`config.mk`:
```
export PLATFORM = sky130hd
export DESIGN_NAME = spi_flash_arbiter
export DESIGN_NICKNAME = d
export VERILOG_FILES = /design/src/rtl/spi_flash_arbiter.sv
export SDC_FILE = /design/constraint.sdc
export NUM_CORES = 1
export LEC_CHECK = 0
export BUFFER_PORTS_ARGS = -buffer_cell sky130_fd_sc_hd__buf_2
export CORE_ASPECT_RATIO = 1.2
export CORE_UTILIZATION = 59
export CTS_CLUSTER_SIZE = 10
export DETAILED_ROUTE_END_ITERATION = 6
export PLACE_DENSITY = 0.95
export SYNTH_ARGS = -nofsm -noshare
export SYNTH_HDL_FRONTEND = slang
export SYNTH_SLANG_ARGS = --single-unit
```
`constraint.sdc`:
```
create_clock -name clk -period 5.3 [get_ports clk]
set_input_delay 0.795 -clock clk [delete_from_list [all_inputs] [get_ports clk]]
set_output_delay 0.795 -clock clk [all_outputs]
set_load 0.05 [all_outputs]
```
`src/rtl/spi_flash_arbiter.sv`:
```
// spi_flash_arbiter
//   Shares one SPI (mode 0) flash port between two requesters. Each
//   transaction is one 48-bit frame {Adr[31:0], Cmd[7:0], Data[7:0]} sent MSB
//   first. Cmd 0x02 writes WData, Cmd 0x01 reads one byte; on a read the last
//   8 bits of MISO are captured and presented on RData with the Done pulse.
//
//   Optional feature macro: SPI_FLASH_ARB_RR_EN
//     defined   : round-robin grant on simultaneous requests (requester 0
//                 first after reset)
//     undefined : fixed priority, requester 0 wins simultaneous requests
//
// Ports
//   clk, resetn            clock, asynchronous active-low reset
//   Req0/1, Write0/1       request and direction (1 = write) per requester
//   Adr0/1, WData0/1       byte address and write data per requester
//   Done0/1                one-cycle completion pulse per requester
//   RData                  last byte read (shared)
//   Busy                   transaction in progress
//   SCLK, CSn, MOSI, MISO  SPI pins
//   dbg_state_o            current FSM state encoding, for debug/checkers
//
// Handshake: a requester raises Req with operands stable; the operands are
// latched on the accepting edge and Req may drop at any time afterwards
// without aborting. Done marks completion; Req still high after Done is
// taken as a new request.
//
// All pin outputs are registered decodes of the FSM state, so the pins lag
// the internal state by one clock. This places Done exactly 99*SCLK_HALF+2
// clocks after the accepting edge.

module spi_flash_arbiter #(
    parameter int SCLK_HALF = 2
) (
    input  logic        clk,
    input  logic        resetn,
    input  logic        Req0,
    input  logic        Req1,
    input  logic        Write0,
    input  logic        Write1,
    input  logic [31:0] Adr0,
    input  logic [31:0] Adr1,
    input  logic [7:0]  WData0,
    input  logic [7:0]  WData1,
    output logic        Done0,
    output logic        Done1,
    output logic [7:0]  RData,
    output logic        Busy,
    output logic        SCLK,
    output logic        CSn,
    output logic        MOSI,
    input  logic        MISO,
    output logic [2:0]  dbg_state_o
);

    typedef enum logic [2:0] {
        IDLE  = 3'd0,
        SETUP = 3'd1,
        SHIFT = 3'd2,
        HOLD  = 3'd3,
        GAP   = 3'd4,
        DONE  = 3'd5
    } state_t;

    localparam logic [7:0] HALF_LAST = 8'(SCLK_HALF - 1);

    state_t      state_q;
    logic [7:0]  cnt_q;
    logic [5:0]  bit_q;
    logic        phase_q;     // 1 = SCLK high half of the current bit
    logic [47:0] shreg_q;
    logic [7:0]  rx_q;
    logic        gnt_q;       // requester owning the current transaction
    logic        wr_q;
    logic        done0_q, done1_q, busy_q, sclk_q, cs_n_q, mosi_q;
    logic [7:0]  rdata_q;

    // Grant selection; only meaningful while some Req is high.
    logic pick;
`ifdef SPI_FLASH_ARB_RR_EN
    logic prefer_q;           // requester to favour on a tie
    always_comb pick = (Req0 && Req1) ? prefer_q : Req1;
`else
    always_comb pick = !Req0;
`endif

    logic        sel_wr;
    logic [31:0] sel_adr;
    logic [7:0]  sel_wdata;
    logic [47:0] sel_frame;
    always_comb begin
        sel_wr    = pick ? Write1 : Write0;
        sel_adr   = pick ? Adr1   : Adr0;
        sel_wdata = pick ? WData1 : WData0;
        sel_frame = {sel_adr, (sel_wr ? 8'h02 : 8'h01), (sel_wr ? sel_wdata : 8'h00)};
    end

    logic in_frame;
    logic sclk_next;
    always_comb begin
        in_frame  = (state_q == SETUP) || (state_q == SHIFT) || (state_q == HOLD);
        sclk_next = (state_q == SHIFT) && phase_q;
    end

    always_ff @(posedge clk or negedge resetn) begin
        if (!resetn) begin
            state_q  <= IDLE;
            cnt_q    <= 8'd0;
            bit_q    <= 6'd0;
            phase_q  <= 1'b0;
            shreg_q  <= 48'd0;
            rx_q     <= 8'd0;
            gnt_q    <= 1'b0;
            wr_q     <= 1'b0;
            done0_q  <= 1'b0;
            done1_q  <= 1'b0;
            busy_q   <= 1'b0;
            sclk_q   <= 1'b0;
            cs_n_q   <= 1'b1;
            mosi_q   <= 1'b0;
            rdata_q  <= 8'd0;
`ifdef SPI_FLASH_ARB_RR_EN
            prefer_q <= 1'b0;
`endif
        end else begin
            // Registered pin stage, decoded from the current state.
            cs_n_q  <= !in_frame;
            sclk_q  <= sclk_next;
            mosi_q  <= in_frame ? shreg_q[47] : 1'b0;
            busy_q  <= (state_q != IDLE);
            done0_q <= (state_q == DONE) && !gnt_q;
            done1_q <= (state_q == DONE) &&  gnt_q;
            if ((state_q == DONE) && !wr_q)
                rdata_q <= rx_q;
            // MISO is sampled on the very edge at which the SCLK pin rises.
            if (sclk_next && !sclk_q && (bit_q >= 6'd40))
                rx_q <= {rx_q[6:0], MISO};

            case (state_q)
                IDLE: begin
                    if (Req0 || Req1) begin
                        gnt_q   <= pick;
                        wr_q    <= sel_wr;
                        shreg_q <= sel_frame;
                        cnt_q   <= 8'd0;
`ifdef SPI_FLASH_ARB_RR_EN
                        prefer_q <= !pick;
`endif
                        state_q <= SETUP;
                    end
                end
                SETUP: begin
                    if (cnt_q == HALF_LAST) begin
                        cnt_q   <= 8'd0;
                        bit_q   <= 6'd0;
                        phase_q <= 1'b1;
                        state_q <= SHIFT;
                    end else begin
                        cnt_q <= cnt_q + 8'd1;
                    end
                end
                SHIFT: begin
                    if (cnt_q == HALF_LAST) begin
                        cnt_q <= 8'd0;
                        if (phase_q) begin
                            // End of high half: SCLK falls, next bit goes out.
                            phase_q <= 1'b0;
                            shreg_q <= {shreg_q[46:0], 1'b0};
                        end else if (bit_q == 6'd47) begin
                            state_q <= HOLD;
                        end else begin
                            bit_q   <= bit_q + 6'd1;
                            phase_q <= 1'b1;
                        end
                    end else begin
                        cnt_q <= cnt_q + 8'd1;
                    end
                end
                HOLD: begin
                    if (cnt_q == HALF_LAST) begin
                        cnt_q   <= 8'd0;
                        state_q <= GAP;
                    end else begin
                        cnt_q <= cnt_q + 8'd1;
                    end
                end
                GAP: begin
                    if (cnt_q == HALF_LAST) begin
                        cnt_q   <= 8'd0;
                        state_q <= DONE;
                    end else begin
                        cnt_q <= cnt_q + 8'd1;
                    end
                end
                DONE: begin
                    state_q <= IDLE;
                end
                default: begin
                    state_q <= IDLE;
                end
            endcase
        end
    end

    assign Done0       = done0_q;
    assign Done1       = done1_q;
    assign RData       = rdata_q;
    assign Busy        = busy_q;
    assign SCLK        = sclk_q;
    assign CSn         = cs_n_q;
    assign MOSI        = mosi_q;
    assign dbg_state_o = state_q;

endmodule

```
==> impl_metrics.toml, run 1 <==
[status]
status = "finished, final reports clean"

[timing]
finalCriticalPeriod_ps = 2640
finalSetupViolCount = 0
worstMarginPinSlew_ps = 809
rsz_0062_raised_after_global_routing = "false"
worst_slew_margin_rel_pct = 46.0
drv_slew = 0
post-route-period-util_pct = 49.8
final.setup.tns_ps = 0
fin_worst_hold_slack_ps = 311
worst_skew_ps = 9.43
hold_viol_final = 0
achievable-frequency_mhz = 379

[placement]
placed_area_mm2 = 0.00528
dp_hpwl_mm = 6.53
buffer_ports.inserted = 103
routabilityCongestion = 0.813

[cells_and_area]
nets = 615
layout.cells.most_common = "sky130_fd_sc_hd__buf_2"
flow.area_growth_from_synthesis_pct = 16.0
drive_above_1_share_pct = 37.3
postLayoutCellArea_mm2 = 0.00547
antenna-diode-count = 0
final_core_util_pct = 71.0
final_cell_mix = "sky130_fd_sc_hd__buf_2, sky130_fd_sc_hd__dfrtp_1, sky130_fd_sc_hd__nand2_1"

[yosys]
yosys.area.top_type_share_pct = 47.2
syn_inst = 430
synthArstFlopShare_pct = 100
synth_area_leaders = "sky130_fd_sc_hd__dfrtp_1, sky130_fd_sc_hd__mux2_2, sky130_fd_sc_hd__mux2i_1, sky130_fd_sc_hd__nand2_1, sky130_fd_sc_hd__o21ai_0"
seq_area_frac_synth_pct = 47.8
synth_flop_cell = "sky130_fd_sc_hd__dfrtp_1"
synth.ff_latch_count = 90
number_of_enable_type_register_cells_in_the_synthesized_netlist = 0
yosys_warnings = 0
synth_top_cell_by_area = "sky130_fd_sc_hd__dfrtp_1"
syn_nets = 521
synth.avg_cell_area_um2 = 11.0
synthDistinctLibCells = 58
syn-cell-area_mm2 = 0.00471

[routing]
drc = 0
post_drt_via_cell_ratio = 5.71
routed_wirelength_mm = 9.16
final_antenna_net_count = 0
vias = 3541
drt_pre_antenna_iters = 5
routed_wire_length_per_instance_um = 14.8
initialDrtViolationCount = 208

[worst_setup_path]
worst-endpoint-required_ps = 5540
cp-end-kind = "flip-flop"
largest_fanout_on_the_critical_path = 48
critPathSlowestCell = "sky130_fd_sc_hd__buf_4"
worstPathArrival_ps = 2880
worst_path_largest_cell_delay_ps = 530
critical_path.most_common_cell = "sky130_fd_sc_hd__buf_4"
crit_type = "in -> reg"
worstPathCellList = "buf_2 > buf_4 > o21ba_2 > a41oi_1 > nor3_4 > buf_4 > mux2_2"
setup.worst_path.start_class = "primary input"

[power]
max-vdd-ir-drop_uv = 185
power.static_leakage_nw = 2.43
p_comb_share_pct = 8.3
clkPwrFrac_pct = 36.3
p_seq_share_pct = 55.4
power_w = 0.00128
cell_internal_pwr_w = 0.000987
power.share.switching_pct = 23.1
pwr_density_mw_per_mm2 = 235
switching_power_w = 0.000297

[grt]
first_global_vias = 3494
global_route.overflow_total = 0
grt_antenna_before_repair = 0
largest_net_degree_at_the_start_of_global_routing = 85
global_route.usage.total_pct = 23.4
first_pass_grt_wire_length_mm = 15.7

[flow_run]
drv.max_cap_violation_count = 0

[clocking]
clock_tree.htree_level_count = 3
cts_buffers = 9
clkTransAtPathRegs_ps = 90
tritoncts_num_sinks = 90
post_cts_resized = 0
clk-insertion-delay-late_ps = 360
cts.repair_timing.setup_buffer_count = 0
cts_max_path_buffers = 2
cts_tree = "done"
postCtsHoldBufs = 0
root_buffer = "sky130_fd_sc_hd__clkbuf_8"

[die]
core_area_mm2 = 0.00771
die_width_um = 83.6
initial_utilization_pct = 61.2
placement_rows = 35
floorplan.die_area_mm2 = 0.00835
floorplan.die.height_um = 99.9
ios = 104

[min_path]
worst_hold_path_type = "in -> async"
state kept, by name, summed over array words and instances, names as in the netlist, 3 cells and up:
register	cells
shreg_q	48
rx_q	8
bit_q	6
RData	8
dbg_state_o	3
cnt_q	8
synth_stat cells, drive strengths merged, types with 3 or more instances:
library cell   n
nor3b          4
inv           13
clkbuf        14
nand2         61
dfrtp         89
nor3           5
o21ai         45
a31oi          3
or3            3
o41ai          3
ha             4
o31ai          3
mux2          60
mux2i         47
nor2          14
buf           10
a21oi          6
and3           5
nand3          4
or4            3
nor4           3
layout make-up:
type                            count  area (µm²)
Inverter                           13        48.8
Clock inverter                      4        52.6
Timing Repair Buffer              107         548
Sequential cell                    90        2250
Clock buffer                       11         141
Multi-Input combinational cell    303        2310
Fill cell                         529        2240
Tap cell                           92         115
power groups by stage:
stage                     logic [W]  registers (W)  clock network [W]
after floorplan           0.0000517       0.000723                  0
after global routing       0.000120       0.000714           0.000497
final                      0.000106       0.000712           0.000466
after CTS                  0.000109       0.000712           0.000473
after global placement     0.000103       0.000724                  0
after detailed placement   0.000109       0.000725                  0
path summary, 6_finish.rpt:
kind                                from             end  slack [ps]  cells past startpoint
worst max-delay path                Req0     shreg_q[21]        2660                      7
worst min-delay path              resetn        cnt_q[7]         310                      1
worst max register to register  cnt_q[1]     shreg_q[21]        2810                      7
worst min register to register     gnt_q           Done0         480                      1
max in group asynchronous         resetn  dbg_state_o[0]        3890                      2
min in group clk                   gnt_q           Done0         480                      1
stage by stage:
step	setup WS, ps	instances
after floorplan	3130	430
after global placement	2350	605
after global routing	2520	620
final	2660	620
after CTS	2690	620
after detailed placement	2310	605
critical path, delay by kind of cell:
kind | cells | cell delay (ps)
AOI/OAI and AO/OA | 2 | 340
buffers and inverters | 3 | 1120
and+or+nand+nor | 1 | 150
muxes | 1 | 410
metal layers:
layer  track usage (%)  up-vias  share of wire, %
met2              41.4      110                52
met4              10.3        0               1.9
met1              28.3     1698                43
li1                  -     1716                 -
met5                 0        -                 0
met3              3.95       17               3.9
kinds of logic after synthesis:
| logic type | share of synthesized area (%) |
|---|---|
| AOI/OAI and AO/OA | 9.87 |
| DFF | 47.8 |
| muxes | 24.3 |
| and+or+nand+nor | 12.8 |
| xor gates and xnor gates | 0.743 |
| buffers and inverters | 3.45 |
| adders and majority gates | 1.06 |
Note: power is estimated with default switching activity, not from simulation.
==> run 2: changes to the inputs <==
Settings changed: ABC_AREA set to 1, CORE_UTILIZATION 59 to 55, PLACE_DENSITY 0.95 to 0.9.
Clock period 5.3 ns to 2.71 ns, I/O delays scaled along.
==> run 2 against run 1 <==
Compared with the run above:
- clock power grew 100%
- design area fell by 0.80%
- routed wire length is 8.1% higher
- combinational power rose to 21 times the previous value
- sequential share of layout area up 0.33 points
- worst hold slack worse by 240 ps
- utilization down 4.8 points
- clock-buffer cell count is 2 lower
- via count rose by 22%
- sequential power rose to 2.8 times the previous value
- cell count rose by 33%
- clock skew rose by 0.74 ps
- critical path type is now reg -> reg
- critical endpoint is now shreg_q[0]
==> impl_metrics.toml, run 2 <==
[die]
floorplan.die.height_um = 103
core_area_mm2 = 0.00820
placement_rows = 36
floorplan.die_area_mm2 = 0.00892
ios = 104
initial_utilization_pct = 57.3
die_width_um = 86.4

[worst_setup_path]
setup.worst_path.start_class = "flip-flop"
critPathSlowestCell = "sky130_fd_sc_hd__dfrtp_1"
rr_worst_depth = 7
critical_path.most_common_cell = "sky130_fd_sc_hd__nand2_1"
crit_type = "reg -> reg"
largest_fanout_on_the_critical_path = 53
worst_path_largest_cell_delay_ps = 500
cp-end-kind = "flip-flop"
worstPathCellList = "nor2_2 > nand2_4 > buf_4 > nand2_1 > a21oi_1 > nand2_1 > o21ai_0"
worstPathArrival_ps = 2370
worst-endpoint-required_ps = 3000

[power]
power.static_leakage_nw = 2.85
max-vdd-ir-drop_uv = 564
pwr_density_mw_per_mm2 = 951

[yosys]
synth_area_leaders = "sky130_fd_sc_hd__dfrtp_1, sky130_fd_sc_hd__nand2_1, sky130_fd_sc_hd__o21ai_0, sky130_fd_sc_hd__a31oi_1, sky130_fd_sc_hd__nor2_1"
synth_top_cell_by_area = "sky130_fd_sc_hd__dfrtp_1"
seq_area_frac_synth_pct = 48.0
synth_flop_cell = "sky130_fd_sc_hd__dfrtp_1"
synthDistinctLibCells = 36
yosys.area.top_type_share_pct = 47.4
number_of_enable_type_register_cells_in_the_synthesized_netlist = 0
syn_nets = 709
syn-cell-area_mm2 = 0.00470
synth_most_common_cell = "sky130_fd_sc_hd__nand2_1"
synth.ff_latch_count = 90
syn_inst = 618
synthArstFlopShare_pct = 100
synth.avg_cell_area_um2 = 7.60
synth_common_cells = "sky130_fd_sc_hd__nand2_1, sky130_fd_sc_hd__dfrtp_1, sky130_fd_sc_hd__nor2_1"
yosys_warnings = 0

[cells_and_area]
combined_area_of_the_multi_input_logic_cells_mm2 = 0.00207
final_cell_mix = "sky130_fd_sc_hd__nand2_1, sky130_fd_sc_hd__buf_2, sky130_fd_sc_hd__dfrtp_1"
drive_above_1_share_pct = 20.6
seq_area_mm2 = 0.00225
layout.cells.most_common = "sky130_fd_sc_hd__nand2_1"
final_core_util_pct = 66.2
flow.area_growth_from_synthesis_pct = 15.5
nets = 799
largest_register_ffs = 48
registers.top_by_ff_count = "shreg_q"
fillers = 710
antenna-diode-count = 0

[clocking]
post_cts_resized = 0
cts_buffers = 9
tritoncts_num_sinks = 90
cts_tree = "done"
root_buffer = "sky130_fd_sc_hd__clkbuf_8"
clkTransAtPathRegs_ps = 100
postCtsHoldBufs = 0
cts_max_path_buffers = 2
cts.repair_timing.setup_buffer_count = 0
clock_tree.htree_level_count = 3
clk-insertion-delay-late_ps = 370

[grt]
first_global_vias = 3968
global_route.usage.total_pct = 23.8
grt_antenna_before_repair = 0
first_pass_grt_wire_length_mm = 16.8
largest_net_degree_at_the_start_of_global_routing = 91
global_route.overflow_total = 0

[timing]
rsz_0062_raised_after_global_routing = "false"
worst_skew_ps = 10.2
drv_slew = 0
hold_viol_final = 0
achievable-frequency_mhz = 479
post-route-period-util_pct = 77.0
worst_slew_margin_rel_pct = 68.2
finalSetupViolCount = 0
worstMarginPinSlew_ps = 476
finalCriticalPeriod_ps = 2090
final.setup.tns_ps = 0

[placement]
buffer_ports.inserted = 103
routabilityCongestion = 0.857
dp_hpwl_mm = 6.89

[routing]
post_drt_via_cell_ratio = 5.22
routed_wirelength_mm = 9.90
initialDrtViolationCount = 203
routed_wire_length_per_instance_um = 12.0
final_antenna_net_count = 0
drt_pre_antenna_iters = 5
vias = 4318
drc = 0

[status]
status = "finished, final reports clean"

[min_path]
worst_hold_path_type = "in -> async"

[flow_run]
drv.max_cap_violation_count = 0
run 2: changes by cell type in the layout (fill, tap and decap cells not counted), moves of 4 or more:
cell                       before  now
sky130_fd_sc_hd__nand2_1       61  256
sky130_fd_sc_hd__mux2_2        58    0
sky130_fd_sc_hd__mux2i_1       47    0
sky130_fd_sc_hd__nor2_1        13   46
sky130_fd_sc_hd__a31oi_1        2   32
sky130_fd_sc_hd__inv_1         12   41
sky130_fd_sc_hd__nand3_1        4   20
sky130_fd_sc_hd__a21boi_0       0    7
sky130_fd_sc_hd__o21ai_2        0    7
sky130_fd_sc_hd__o22ai_1        0    7
sky130_fd_sc_hd__and3_1         5    0
sky130_fd_sc_hd__inv_6          0    4
run 2: layer usage:
| metal | share of wire [%] | wire [µm] | GRT usage, % |
|---|---|---|---|
| met5 | 0 | 0 | 0 |
| met4 | 2.1 | 206 | 9.87 |
| met3 | 5.6 | 552 | 4.13 |
| met2 | 49 | 4870 | 42.6 |
| met1 | 43 | 4270 | 28.5 |
run 2: per-stage QoR:
| step | setup WS (ps) | hold slack [ps] | area (µm²) | power, W | std cells |
|---|---|---|---|---|---|
| finish | 624 | 74.5 | 5430 | 0.00516 | 827 |
| global route | 415 | 109 | 5430 | 0.00558 | 827 |
| CTS | 654 | 82.2 | 5430 | 0.00518 | 827 |
| detailed placement | 684 | 431 | 5220 | 0.00422 | 811 |
| global placement | 757 | 409 | 5220 | 0.00413 | 811 |
| floorplan | 972 | 111 | 4700 | 0.00388 | 618 |
run 2: where the power goes:
group	internal, W	switching (W)	leakage (nW)
registers	0.00176	0.000254	1.17
clock network	0.000441	0.000510	0.101
logic	0.000650	0.00155	1.58
total	0.00285	0.00231	2.85
run 2: final timing paths:
| path | end | startpoint | slack [ps] |
|---|---|---|---|
| max in group asynchronous | CSn | resetn | 2290 |
| setup / recovery | shreg_q[0] | dbg_state_o[2] | 620 |
| setup reg to reg | shreg_q[0] | dbg_state_o[2] | 620 |
| hold reg to reg | Done0 | gnt_q | 440 |
| hold / removal | bit_q[3] | resetn | 70 |
| min in group clk | rx_q[0] | MISO | 270 |
run 2: critical path: cells and delay by family, from the launching register on:
family          cells  cell delay, ps
buf+inv             1             480
flops               1             500
compound gates      2             270
simple gates        4             750
run 2: cell type report:
| type | count | share of cell area, % |
|---|---|---|
| well taps | 114 | 2.63 |
| clock buffers | 9 | 2.28 |
| flip-flops and latches | 90 | 41.5 |
| inverters | 46 | 3.32 |
| repair buffers | 109 | 10.6 |
| clock inverters | 7 | 1.50 |
| multi-input cells | 452 | 38.1 |
run 2: cells by family (layout without fill, tap and decap cells):
family                     Yosys count  in the layout  synth area share (%)
xor gates and xnor gates             1              1                 0.186
adders and majority gates            4              4                  1.07
and+or+nand+nor                    338            338                  29.1
AOI/OAI and AO/OA                  109            109                  13.7
DFF                                 90             90                  48.0
buffers and inverters               76            171                  7.99
